$ cat config.mk
export PLATFORM = sky130hd
export DESIGN_NAME = imem_loader
export DESIGN_NICKNAME = d
export VERILOG_FILES = /design/src/rtl/imem_loader.sv
export SDC_FILE = /design/constraint.sdc
export NUM_CORES = 1
export LEC_CHECK = 0
export ABC_AREA = 1
export CORE_ASPECT_RATIO = 0.5
export CORE_MARGIN = 4
export CORE_UTILIZATION = 25
export CTS_CLUSTER_DIAMETER = 50
export DETAILED_ROUTE_END_ITERATION = 10
export SLEW_MARGIN = 20
export SYNTH_ARGS = -nofsm -noshare
export SYNTH_HDL_FRONTEND = slang
export SYNTH_SLANG_ARGS = --single-unit
$ cat constraint.sdc
create_clock -name clk -period 8.38 [get_ports clk]
set_input_delay 1.257 -clock clk [delete_from_list [all_inputs] [get_ports clk]]
set_output_delay 1.257 -clock clk [all_outputs]
set_load 0.01 [all_outputs]
$ cat src/rtl/imem_loader.sv
// imem_loader: boot-time instruction memory writer.
// Receives a little-endian byte stream (count, data words, optional checksum),
// writes 32-bit words to instruction memory from word 0 and keeps the core in
// reset until the image is complete.
// Optional feature macro: IMEM_LOADER_CHECKSUM_EN adds a trailing checksum byte;
// the modulo-256 sum of every accepted byte must then be 0x00.
module imem_loader #(
  parameter int XLEN       = 32,
  parameter int IMEM_DEPTH = 256,
  parameter int ADDR_W     = 8
) (
  input  logic              clk,
  input  logic              rst,
  input  logic              byteValid,
  input  logic [7:0]        byteData,
  output logic              byteReady,
  output logic              memWriteEnable,
  output logic [ADDR_W-1:0] memAddress,
  output logic [XLEN-1:0]   memWriteData,
  output logic              coreReset,
  output logic              loadDone,
  output logic              loadError
);

`ifdef IMEM_LOADER_CHECKSUM_EN
  typedef enum logic [2:0] {
    ST_LEN0  = 3'd0,
    ST_LEN1  = 3'd1,
    ST_DATA  = 3'd2,
    ST_CHECK = 3'd3,
    ST_FLUSH = 3'd4,
    ST_DONE  = 3'd5,
    ST_ERROR = 3'd6
  } state_t;
  // After the last data word the checksum byte is still outstanding.
  localparam state_t ST_AFTER_DATA = ST_CHECK;
`else
  typedef enum logic [2:0] {
    ST_LEN0  = 3'd0,
    ST_LEN1  = 3'd1,
    ST_DATA  = 3'd2,
    ST_FLUSH = 3'd4,
    ST_DONE  = 3'd5,
    ST_ERROR = 3'd6
  } state_t;
  localparam state_t ST_AFTER_DATA = ST_FLUSH;
`endif

  // Count limit widened by one bit so a 16-bit count compares without overflow.
  localparam logic [16:0] DEPTH_L = 17'(IMEM_DEPTH);

  // Modulo-256 running sum used by the checksum check.
  function automatic logic [7:0] sum8(input logic [7:0] acc, input logic [7:0] b);
    sum8 = acc + b;
  endfunction

  // Byte is accepted only while a loading state advertises ready.
  function automatic logic is_loading(input state_t st);
    case (st)
      ST_LEN0, ST_LEN1, ST_DATA: is_loading = 1'b1;
`ifdef IMEM_LOADER_CHECKSUM_EN
      ST_CHECK:                  is_loading = 1'b1;
`endif
      default:                   is_loading = 1'b0;
    endcase
  endfunction

  state_t            state_r;
  state_t            state_nxt_s;
  logic [15:0]       len_r;
  logic [ADDR_W:0]   word_idx_r;     // one extra bit: N == 2^ADDR_W must not alias
  logic [ADDR_W:0]   word_nxt_s;
  logic [1:0]        byte_cnt_r;
  logic [23:0]       asm_r;          // bytes 0..2 of the word being assembled
  logic              ready_r;
  logic              we_r;
  logic [ADDR_W-1:0] addr_r;
  logic [XLEN-1:0]   wdata_r;
  logic              core_rst_r;
  logic              done_r;
  logic              error_r;
  logic              accept_s;
  logic              word_strobe_s;
  logic              last_word_s;
  logic [15:0]       len_full_s;
`ifdef IMEM_LOADER_CHECKSUM_EN
  logic [7:0]        sum_r;
  logic [7:0]        sum_nxt_s;
  assign sum_nxt_s = sum8(sum_r, byteData);
`endif

  assign accept_s    = byteValid && ready_r;
  assign len_full_s  = {byteData, len_r[7:0]};
  assign word_nxt_s  = word_idx_r + {{ADDR_W{1'b0}}, 1'b1};
  assign last_word_s = (16'(word_nxt_s) == len_r);

  // Next-state decode and the word-complete event.
  always_comb begin
    state_nxt_s   = state_r;
    word_strobe_s = 1'b0;
    case (state_r)
      ST_LEN0: begin
        if (accept_s) state_nxt_s = ST_LEN1;
        else          state_nxt_s = ST_LEN0;
      end
      ST_LEN1: begin
        if (accept_s) begin
          if ({1'b0, len_full_s} > DEPTH_L) state_nxt_s = ST_ERROR;
          else if (len_full_s == 16'd0)     state_nxt_s = ST_AFTER_DATA;
          else                              state_nxt_s = ST_DATA;
        end else begin
          state_nxt_s = ST_LEN1;
        end
      end
      ST_DATA: begin
        if (accept_s && (byte_cnt_r == 2'd3)) begin
          word_strobe_s = 1'b1;
          if (last_word_s) state_nxt_s = ST_AFTER_DATA;
          else             state_nxt_s = ST_DATA;
        end else begin
          state_nxt_s = ST_DATA;
        end
      end
`ifdef IMEM_LOADER_CHECKSUM_EN
      ST_CHECK: begin
        if (accept_s) begin
          if (sum_nxt_s == 8'h00) state_nxt_s = ST_FLUSH;
          else                    state_nxt_s = ST_ERROR;
        end else begin
          state_nxt_s = ST_CHECK;
        end
      end
`endif
      ST_FLUSH: state_nxt_s = ST_DONE;
      ST_DONE:  state_nxt_s = ST_DONE;
      ST_ERROR: state_nxt_s = ST_ERROR;
      default:  state_nxt_s = ST_ERROR;
    endcase
  end

  // State register and status outputs registered from the next state.
  always_ff @(posedge clk or posedge rst) begin
    if (rst) begin
      state_r    <= ST_LEN0;
      ready_r    <= 1'b1;
      core_rst_r <= 1'b1;
      done_r     <= 1'b0;
      error_r    <= 1'b0;
    end else begin
      state_r    <= state_nxt_s;
      ready_r    <= is_loading(state_nxt_s);
      core_rst_r <= (state_nxt_s != ST_DONE);
      done_r     <= (state_nxt_s == ST_DONE);
      error_r    <= (state_nxt_s == ST_ERROR);
    end
  end

  // Count capture, byte assembly and word counters.
  always_ff @(posedge clk or posedge rst) begin
    if (rst) begin
      len_r      <= 16'd0;
      asm_r      <= 24'd0;
      byte_cnt_r <= 2'd0;
      word_idx_r <= '0;
    end else begin
      if (accept_s && (state_r == ST_LEN0)) len_r[7:0]  <= byteData;
      if (accept_s && (state_r == ST_LEN1)) len_r[15:8] <= byteData;
      if (accept_s && (state_r == ST_DATA)) begin
        asm_r      <= {byteData, asm_r[23:8]};
        byte_cnt_r <= byte_cnt_r + 2'd1;
      end
      if (word_strobe_s) word_idx_r <= word_nxt_s;
    end
  end

  // Memory write port: one-cycle strobe after the 4th byte of each word.
  always_ff @(posedge clk or posedge rst) begin
    if (rst) begin
      we_r    <= 1'b0;
      addr_r  <= '0;
      wdata_r <= '0;
    end else begin
      we_r <= word_strobe_s;
      if (word_strobe_s) begin
        addr_r  <= word_idx_r[ADDR_W-1:0];
        wdata_r <= {byteData, asm_r};
      end
    end
  end

`ifdef IMEM_LOADER_CHECKSUM_EN
  // Checksum accumulator over every accepted byte.
  always_ff @(posedge clk or posedge rst) begin
    if (rst)           sum_r <= 8'h00;
    else if (accept_s) sum_r <= sum_nxt_s;
    else               sum_r <= sum_r;
  end
`endif

  assign byteReady      = ready_r;
  assign memWriteEnable = we_r;
  assign memAddress     = addr_r;
  assign memWriteData   = wdata_r;
  assign coreReset      = core_rst_r;
  assign loadDone       = done_r;
  assign loadError      = error_r;

endmodule
# Word-level counts from Yosys, hierarchy flattened
# Cells that the tools add are included.
dict set report word_totals {
  regBits 99
  input_bits 11
  elab_cells 47
  out_inout_bits 45
}
dict set report op_classes {
  n_addsub 2
  reduce_logical 10
  eq_ne 11
  mux 10
  order_cmp 1
}
# op n
set ops {}
lappend ops {{$eq 9x16->1} 1}
lappend ops {{$gt 16x9->1 const B} 1}
lappend ops {{$logic_not 16->1} 1}
lappend ops {{$mux 3} 5}
lappend ops {{$eq 3x3->1 const B} 4}
lappend ops {{$pmux 3 s4} 1}
lappend ops {{$add 9x1->9 const B} 1}
lappend ops {{$eq 3x1->1 const B} 2}
lappend ops {{$eq 3x2->1 const B} 2}
lappend ops {{$logic_not 3->1} 2}
lappend ops {{$logic_and 1x1->1} 5}
lappend ops {{$mux 1} 4}
lappend ops {{$ne 3x3->1 const B} 1}
lappend ops {{$reduce_or 3->1} 1}
lappend ops {{$add 2x1->2 const B} 1}
lappend ops {{$eq 2x2->1 const B} 1}
lappend ops {{$reduce_or 2->1} 1}

# Longest topological paths before layout
dict set report depth {
  depth_word 8
  ltp_mapped 15
  mapped_depth_nobuf 15
}

# Worst setup path after synthesis
# No wires, ideal clock.
dict set report synth_timing {
  path_type {in2reg}
  start {input port byteValid}
  end {register wdata_r[13], in the netlist memWriteData[13]}
  required_ns 8.250
  arrival_ns 2.160
  n_path_buf 2
  slack_ns 6.089
  stages 9
  setup_time_ns 0.130
  cell_sequence {nand2_1 nor2_4 inv_2 nor2_4 inv_2 buf_6 buf_2 nand2_1 o21ai_1}
}
dict set report synth_between {
  elab_chain_len 4
}
# item line_no
set synth_rtl {}
lappend synth_rtl {{from (decl)} 14} ;# input logic byteValid,
lappend synth_rtl {{$logic_and 1x1->1} 92} ;# assign accept_s = byteValid && ready_r;
lappend synth_rtl {{$logic_and 1x1->1} 116} ;# if (accept_s && (byte_cnt_r == 2'd3)) begin
lappend synth_rtl {{$mux 1} 116}
lappend synth_rtl {{$mux 1} 101} ;# case (state_r)
lappend synth_rtl {{to (signal assigned)} 186} ;# wdata_r <= {byteData, asm_r};
lappend synth_rtl {{to (decl)} 78} ;# logic [XLEN-1:0] wdata_r;
# No other way between the ends.
# A chain may end at the register's enable or synchronous reset.

# Worst setup path after layout
dict set report layout_timing {
  start {input port byteValid}
  end {register wdata_r[27], in the netlist memWriteData[27]}
}
# The elaborated chain is that of the path after synthesis.

==> reports/results.tsv <==
metric	value	unit
synthTopCellsByArea	dfrtp_1 (58%), nand2_1 (13%), o21ai_0 (7.1%)	
internal-power	760	uW
cts_tree	done	
core_area	0.0158	mm^2
power_frac_clock	0.477	
r2r_cells	6	
worst_ir_drop_vdd	0.105	mV
leakage	2.46	nW
startpoint_type	input pin	
grt_overflow	0	
r2r-start	byteReady$_DFF_PP1_	
power	949	uW
switchingPower	189	uW
vias_per_cell	4.08	
cp_max_fo	77	
ys_seq_elements	99	
utilization	0.331	
min_path_type	flip-flop to flip-flop	
port_buffers	55	
synthArstFlopShare	1.00	
ys_seq_area_frac	0.597	
worstSetupPathType	input pin to flip-flop	
crit_path_end_kind	flip-flop	
drc_errors	0	
grt_max_degree	79	
finClkSkew	0.00797	ns
dpl.hpwl	6580	um
synthToLayoutAreaGrowth	25.9	%
crit_required	8.61	ns
holdBufCountCts	0	
synth_top_area_cell	dfrtp_1	
cp_data_arrival_time	4.53	ns
p_per_area	181	mW/mm^2
synth.avg_cell_area	8.73	um^2
drt_wl_total	9310	um
post-route-period-util	0.513	
drtIter0Drc	222	
fmaxAchievable	0.233	GHz
fp-row-count	32	
io_pins	56	
period_needed	4.30	ns
dieHeight	99.2	um
ys.flop_type	dfrtp_1	
crit_path_end	memWriteData[27]$_DFFE_PP0P_	
hold_viol	0	
grt_pass1_wl	15500	um
grt_setup_unrepaired	false	
slew-limit-headroom	0.323	
post-cts-setup-buffers	0	
ys_types	25	
ys_top_cells_by_count	nand2_1 (149), dfrtp_1 (97), inv_1 (60), o21ai_0 (59), nand3_1 (28)	
initial_core_util	0.263	
crit_start	byteValid	
die-width	190	um
syn_inst	476	
gr-usage-all-layers	0.104	
grt_pass1_vias	2903	
htreeDepth	3	
clk_pin_slew_worst_paths	0.07	ns
maxCapViolations	0	
rr_endpoint	memWriteData[27]$_DFFE_PP0P_	
antenna_found_initial	0	
postRouteAntennaNets	0	
pwr-share-comb	0.019	
yosysMostFrequentCell	nand2_1	
reg2reg_slack	4.93	ns
num_antenna_cells	0	
run_status	complete, no violations	
seq_power_share	0.503	
tns	0	ns
drive_gt1_frac	0.0603	
cts-resized-gates	0	
drtPass1Iterations	4	
num_vias	3069	
cts.sinks	99	
cts-buffers-inserted	9	
synth_area	0.00415	mm^2
die-area	0.0189	mm^2
swShare	0.199	
yosys.area.top_type_share	0.584	
syn_nets	489	
synth_edf_count	0	
drt-wirelength-per-cell	12.4	um
yosys_warnings	0	
maxSlewViolCount	0	
setup_viol	0	
tightest_slew	1.01	ns
cts-root-buf	clkbuf_16	
clk_path_buf_depth	2	
place_congestion	0.790	
insertion_delay	0.34	ns
nets	539	
-- cells in the final DEF (no fill, tap or decap), types with 2 or more instances in the layout --
| cell type | instances |
|---|---|
| a21oi_1 | 4 |
| bufinv_16 | 2 |
| clkbuf_16 | 9 |
| clkbuf_8 | 2 |
| clkdlybuf4s50_1 | 55 |
| clkinv_2 | 2 |
| dfrtp_1 | 97 |
| dfstp_2 | 2 |
| ha_1 | 2 |
| inv_1 | 59 |
| inv_2 | 2 |
| nand2_1 | 149 |
| nand2_2 | 3 |
| nand3_1 | 28 |
| nand4_1 | 3 |
| nor2_1 | 16 |
| nor2_2 | 3 |
| nor2_4 | 3 |
| o21ai_0 | 59 |
| o21ai_1 | 20 |
| xor2_1 | 2 |
-- metrics by stage --
stage / instance area, um^2 / hold slack [ns] / worst slack, ns / instances
floorplan: 4150 / 0.444 / 4.54 / 476
detailed placement: 4900 / 0.458 / 4.15 / 736
finish: 5230 / 0.468 / 4.08 / 752
global route: 5230 / 0.492 / 3.69 / 752
CTS: 5230 / 0.473 / 4.48 / 752
global placement: 4900 / 0.458 / 4.26 / 736
-- power groups by stage --
stage | clock network, mW | logic (mW) | registers, mW
floorplan | 0 | 0.00856 | 0.487
global placement | 0 | 0.0195 | 0.487
detailed placement | 0 | 0.0195 | 0.487
CTS | 0.461 | 0.0196 | 0.478
global route | 0.482 | 0.0213 | 0.477
finish | 0.453 | 0.0185 | 0.478
-- registers in the layout, indices dropped and copies added, names as in the netlist --
signal,count
memAddress,8
loadDone,1
coreReset,1
asm_r,24
word_idx_r,9
memWriteEnable,1
loadError,1
byteReady,1
byte_cnt_r,2
memWriteData,32
len_r,16
state_r,3
-- worst min path at each step --
stage                                      from                           to  slack, ns  cells after the start
finish              memWriteData[2]$_DFFE_PP0P_  memWriteData[2]$_DFFE_PP0P_       0.47                      2
global route        memWriteData[6]$_DFFE_PP0P_  memWriteData[6]$_DFFE_PP0P_       0.49                      2
CTS                 memWriteData[2]$_DFFE_PP0P_  memWriteData[2]$_DFFE_PP0P_       0.47                      2
detailed placement  memWriteData[2]$_DFFE_PP0P_  memWriteData[2]$_DFFE_PP0P_       0.46                      2
global placement    memWriteData[7]$_DFFE_PP0P_  memWriteData[7]$_DFFE_PP0P_       0.46                      2
floorplan                  state_r[2]$_DFF_PP0_          coreReset$_DFF_PP1_       0.44                      1
-- worst max-delay path: stages --
cell             delay (ns)
clkdlybuf4s50_1        0.46
nand2_1                0.14
nor2_4                 0.55
inv_2                  0.29
nor2_4                 0.45
clkinv_2               0.85
o21ai_0                0.48
-- final cells by class --
type | count | area (um^2)
inverters | 63 | 240
repair buffers | 56 | 558
flip-flops and latches | 99 | 2480
multi-input cells | 297 | 1350
well taps | 221 | 277
clock inverters | 4 | 72.6
fillers | 1624 | 10600
clock buffers | 12 | 256
-- kinds of logic (layout without fill, tap and decap cells) --
| logic type | Yosys count | count (layout) | synth area share |
|---|---|---|---|
| DFF | 99 | 99 | 0.597 |
| buffers and inverters | 80 | 135 | 0.0789 |
| AOI/OAI and AO/OA | 85 | 85 | 0.104 |
| xor gates and xnor gates | 2 | 2 | 0.00422 |
| and+or+nand+nor | 208 | 208 | 0.210 |
| adders and majority gates | 2 | 2 | 0.00602 |
-- routing by layer --
layer | share of wire | track usage
met1 | 0.51 | 0.146
met2 | 0.44 | 0.156
met3 | 0.041 | 0.0323
met4 | 0.012 | 0.0265
met5 | 0 | 0
Power figures use the tool's default switching activity.
